===== src/rtl/rand_delay_pkg.sv =====
// Shared encodings for the random-delay transaction scheduler.
package rand_delay_pkg;

  localparam logic [1:0] MODE_PASS  = 2'd0;
  localparam logic [1:0] MODE_FIXED = 2'd1;
  localparam logic [1:0] MODE_RAND  = 2'd2;

  localparam logic [1:0] ST_IDLE    = 2'd0;
  localparam logic [1:0] ST_WAIT    = 2'd1;
  localparam logic [1:0] ST_PRESENT = 2'd2;

  localparam logic [15:0] LFSR_POLY = 16'hB400;

endpackage


===== src/rtl/rand_delay_lfsr.sv =====
// 16-bit right-shifting Galois LFSR with step enable; exposes the low byte used for delays.
module rand_delay_lfsr
  import rand_delay_pkg::*;
#(
  parameter logic [15:0] P_SEED = 16'hACE1
) (
  input  logic       clk_core,
  input  logic       rst_x,
  input  logic       i_step,
  output logic [7:0] o_state_lo
);

  logic [15:0] lfsr_q;
  logic [15:0] lfsr_d;

  always_comb begin
    lfsr_d = lfsr_q[0] ? ((lfsr_q >> 1) ^ LFSR_POLY) : (lfsr_q >> 1);
  end

  always_ff @(posedge clk_core) begin
    if (rst_x) begin
      lfsr_q <= P_SEED;
    end else if (i_step) begin
      lfsr_q <= lfsr_d;
    end
  end

  assign o_state_lo = lfsr_q[7:0];

endmodule


===== src/rtl/rand_delay_sched.sv =====
// Single-slot scheduler: holds one transaction for a fixed or LFSR-driven delay, then presents it.
module rand_delay_sched
  import rand_delay_pkg::*;
#(
  parameter int unsigned P_WIDTH = 32,
  parameter int unsigned P_MIN   = 0,
  parameter logic [15:0] P_SEED  = 16'hACE1
) (
  input  logic               clk_core,
  input  logic               rst_x,
  input  logic [1:0]         i_mode,
  input  logic [7:0]         i_delay,
  input  logic [7:0]         i_mask,
  input  logic               i_valid,
  output logic               o_ready,
  input  logic [P_WIDTH-1:0] i_data,
  output logic               o_valid,
  input  logic               i_ready,
  output logic [P_WIDTH-1:0] o_data,
  output logic               o_busy,
  output logic [15:0]        o_accept_cnt
);

  localparam logic [7:0] MinDelay = 8'(P_MIN);

  logic [1:0]         state_q, state_d;
  logic [7:0]         cnt_q, cnt_d;
  logic [P_WIDTH-1:0] data_q, data_d;
  logic [15:0]        acc_cnt_q;
  logic [7:0]         lfsr_lo;
  logic [8:0]         rand_sum;
  logic [7:0]         delay;
  logic               accept;

  rand_delay_lfsr #(
    .P_SEED(P_SEED)
  ) u_lfsr (
    .clk_core  (clk_core),
    .rst_x     (rst_x),
    .i_step    (accept),
    .o_state_lo(lfsr_lo)
  );

  assign o_ready = (state_q == ST_IDLE) | ((state_q == ST_PRESENT) & i_ready);
  assign accept  = i_valid & o_ready;

  // Delay uses the pre-advance LFSR value; the sum saturates rather than wrapping.
  assign rand_sum = {1'b0, MinDelay} + {1'b0, lfsr_lo & i_mask};

  always_comb begin
    delay = 8'd0;
    case (i_mode)
      MODE_FIXED: delay = i_delay;
      MODE_RAND:  delay = rand_sum[8] ? 8'hFF : rand_sum[7:0];
      default:    delay = 8'd0;
    endcase
  end

  always_comb begin
    state_d = state_q;
    cnt_d   = cnt_q;
    data_d  = data_q;
    case (state_q)
      ST_WAIT: begin
        cnt_d = cnt_q - 8'd1;
        if (cnt_q == 8'd1) begin
          state_d = ST_PRESENT;
        end
      end
      ST_PRESENT: begin
        if (i_ready) begin
          state_d = ST_IDLE;
        end
      end
      default: ;
    endcase
    // Accept overrides the drain so a presented slot can reload back-to-back.
    if (accept) begin
      data_d  = i_data;
      cnt_d   = delay;
      state_d = (delay == 8'd0) ? ST_PRESENT : ST_WAIT;
    end
  end

  always_ff @(posedge clk_core) begin
    if (rst_x) begin
      state_q   <= ST_IDLE;
      cnt_q     <= 8'd0;
      data_q    <= '0;
      acc_cnt_q <= 16'd0;
    end else begin
      state_q <= state_d;
      cnt_q   <= cnt_d;
      data_q  <= data_d;
      if (accept) begin
        acc_cnt_q <= acc_cnt_q + 16'd1;
      end
    end
  end

  assign o_valid      = (state_q == ST_PRESENT);
  assign o_busy       = (state_q != ST_IDLE);
  assign o_data       = data_q;
  assign o_accept_cnt = acc_cnt_q;

endmodule


===== config.mk =====
export PLATFORM = sky130hd
export DESIGN_NAME = rand_delay_sched
export DESIGN_NICKNAME = d
export VERILOG_FILES = /design/src/rtl/rand_delay_pkg.sv /design/src/rtl/rand_delay_lfsr.sv /design/src/rtl/rand_delay_sched.sv
export SDC_FILE = /design/constraint.sdc
export NUM_CORES = 1
export LEC_CHECK = 0
export BUFFER_PORTS_ARGS = -buffer_cell sky130_fd_sc_hd__buf_2
export CORE_MARGIN = 3
export CORE_UTILIZATION = 50
export DETAILED_ROUTE_END_ITERATION = 8
export HOLD_SLACK_MARGIN = 0.1
export PLACE_DENSITY = 0.83
export SLEW_MARGIN = 30
export SYNTH_ARGS = -nofsm -noshare
export SYNTH_HDL_FRONTEND = slang
export SYNTH_SLANG_ARGS = --single-unit

===== constraint.sdc =====
create_clock -name clk_core -period 1.9 [get_ports clk_core]
set_clock_uncertainty 0.05 [all_clocks]
set_input_delay 0.095 -clock clk_core [delete_from_list [all_inputs] [get_ports clk_core]]
set_output_delay 0.095 -clock clk_core [all_outputs]
set_load 0.01 [all_outputs]

==> reports/results.ini <==
[outcome]
status = complete, no violations

[setup_path]
worst_path_dominant_cell_family = simple AND/OR/NAND/NOR gates
crit_path_max_fanout = 7
end_kind = flop
slowest_stage = or4b_4
critPathKind = flop to flop
timing.rr.end = cnt_q[5]
reg2reg_from = state_q[1]
critPathRequiredTime_ns = 2.13
r2r_setup_slack_ns = 0.09
start_kind = flop
cp_num_buf_inv = 0
cp_slowest_stage_delay_ns = 0.58
r2r_cells = 4
arrival_ns = 2.04
timing.critical_path.cells = or4b_4, or4_4, o32a_1, a21oi_2

[pwr]
power_density_nw_per_um2 = 908.1
ir_worst_vdd_mv = 0.7451
p_leak_nw = 1.902

[placement]
portBuffers = 104
place.gp.congestion = 0.8372
dp_hpwl_mm = 5.500
dp_cells = 556

[sta]
period_needed_ns = 1.810
final-setup-viol-count = 0
finalHoldViolations = 0
rsz0062_at_grt = no
fmax_mhz = 552.4
fin_tns_setup_ns = 0
tightest_slew_ns = 0.4231
finalCritPeriodShare_pct = 95.28
slew_headroom_pct = 71.76
maxSlewViolCount = 0

[drt]
drc = 0
postRouteWirelength_mm = 8.927
num_vias = 3318
ant_nets = 0
post_drt_wl_per_cell_um = 14.71
vias_per_cell = 5.466
first_pass_iters = 5
drt_first_iter_violations = 183

[die]
fp-row-count = 28
dieArea_sq_um = 7330
io_pins = 105
initial_core_util_pct = 52.60
die_y_um = 85.62
die_x_um = 85.62
coreArea_sq_um = 6026

[synthesis]
async_reset_ff_share_pct = 0
synth_nets = 455
syn_inst = 396
synth.top_cells.by_area = dfxtp_1, nand2_1, a21oi_1
avgSynthCellArea_sq_um = 8.003
synth_top_area_cell = dfxtp_1
seq_area_frac_synth_pct = 46.74
yosysMostFrequentCell = nand2_1
yosysTopAreaCellShare_pct = 46.74
syn_area_sq_um = 3169
ys.warnings.count = 0
synth.distinct_cells = 40
ys_ff_latch = 74
ys.flop_type = dfxtp_1
synthTopCellsByCount = nand2_1, dfxtp_1, a21oi_1
synth-edff-count = 0

[final_layout]
drive_gt1_share_pct = 28.20
antennaDiodeCount = 0
finalNonFillerCells = 607
layout.nets = 586
area_growth_pct = 37.23

[cts]
clk_pin_slew_ns = 0.07
cts.sinks = 74
cts_tree = done
clk_latency_ns = 0.35
numCtsBuffers = 9
cts_buffer_depth = 2
ctsHtreeMaxLevel = 3
cts_root_buf = clkbuf_8

[hold_path]
hold_class = input port to flop
min_from = i_delay[6]
min_to = cnt_q[6]
whs_path_depth = 5

[grt]
grt_pass1_wl_mm = 14.61
grt_antenna_before_repair = 0
grtUsageTotal_pct = 24.63
grt_pass1_vias = 3150
grt_max_degree = 65
globalRouteOverflowTotal = 0

[run]
cap_violations = 0

## area by class of cell
cell class | count | area [sq um]
tap | 75 | 93.84
clock buffer | 10 | 127.6
inverter | 9 | 33.78
fill | 457 | 1677
sequential | 74 | 1485
clock inverter | 6 | 90.09
multi-input combinational | 287 | 1575
timing repair buffer | 146 | 943.4
## cell families (layout without fill, tap and decap cells)
group                      Yosys count  in the layout  synth area share, %
and+or+nand+nor                    180            180                26.06
AOI/OAI and AO/OA                   87             87                16.19
DFF                                 74             74                46.74
buffers and inverters               35            171                4.185
muxes                                9              9                3.198
xor gates and xnor gates             6              6                1.658
adders and majority gates            5              5                1.974
## per-layer routing
layer / vias to the layer above / routed length, um / track usage (%)
met5: - / 0 / 0
met1: 1527 / 3570 / 29.42
met3: 24 / 559 / 5.572
met4: 0 / 272 / 10.07
met2: 142 / 4524 / 42.66
li1: 1625 / - / -
## power breakdown
group          total [mW]  internal [mW]  switching, mW
sequential           1.80           1.69          0.111
combinational       0.808          0.361          0.447
clock                1.34          0.744          0.596
## cells in the final DEF (no fill, tap or decap), types with 2 or more instances in the layout
cell	instances
nand4_1	6
nor2b_1	10
buf_12	2
nor2_1	21
nand3_1	11
a211oi_1	2
inv_1	9
or3_1	4
buf_4	7
o32a_1	2
o21ai_0	6
nor3_1	6
clkbuf_8	9
nor4_2	2
ha_1	5
buf_2	104
bufinv_16	2
or4_1	3
mux2_2	9
dlygate4sd3_1	33
xnor2_1	5
dfxtp_1	71
o31ai_1	3
a32oi_1	8
a21oi_1	58
nand2_1	101
nor4_1	3
o211ai_1	3
dfxtp_2	3
## sequential cells by signal, summed over array words and instances, names as in the netlist
register	cells
u_lfsr.lfsr_q	16
state_q	2
cnt_q	8
o_data	32
o_accept_cnt	16
## what timing repair did
item,CTS,global route
hold buffers,33,0
setup buffers,0,2
endpoints found under the setup margin,0,6
gates resized for setup,0,6
endpoints found under the hold margin,34,0
## how the worst max path moves through the flow
stage,start,end,slack [ns],cells after the start
after global placement,o_accept_cnt[3],o_accept_cnt[15],0.13,4
after global routing,o_accept_cnt[5],o_accept_cnt[15],0.01,5
after CTS,o_accept_cnt[3],o_accept_cnt[12],0.05,4
after detailed placement,o_accept_cnt[3],o_accept_cnt[12],0.08,4
after floorplan,state_q[1],cnt_q[5],0.18,4
final,state_q[1],cnt_q[5],0.09,4
## stage by stage
stage / util [%] / hold slack, ns / cell area [sq um] / total power, mW / setup WS (ns)
6_report: 72.18 / 0.1559 / 4349 / 3.949 / 0.08972
5_1_grt: 72.18 / 0.1680 / 4349 / 4.158 / 0.01494
4_1_cts: 71.64 / 0.1422 / 4317 / 3.958 / 0.05166
3_5_place_dp: 62.54 / 0.2928 / 3769 / 2.569 / 0.08463
3_3_place_gp: 62.54 / 0.2850 / 3769 / 2.544 / 0.1275
2_1_floorplan: - / 0.1810 / 3169 / 2.292 / 0.1828
## worst register-to-register path, cell delays in order (launching register included)
cell and delay (ns):
dfxtp_1 0.36, or4b_4 0.58, or4_4 0.43, o32a_1 0.20, a21oi_2 0.13
Note: power is estimated with default switching activity, not from simulation.
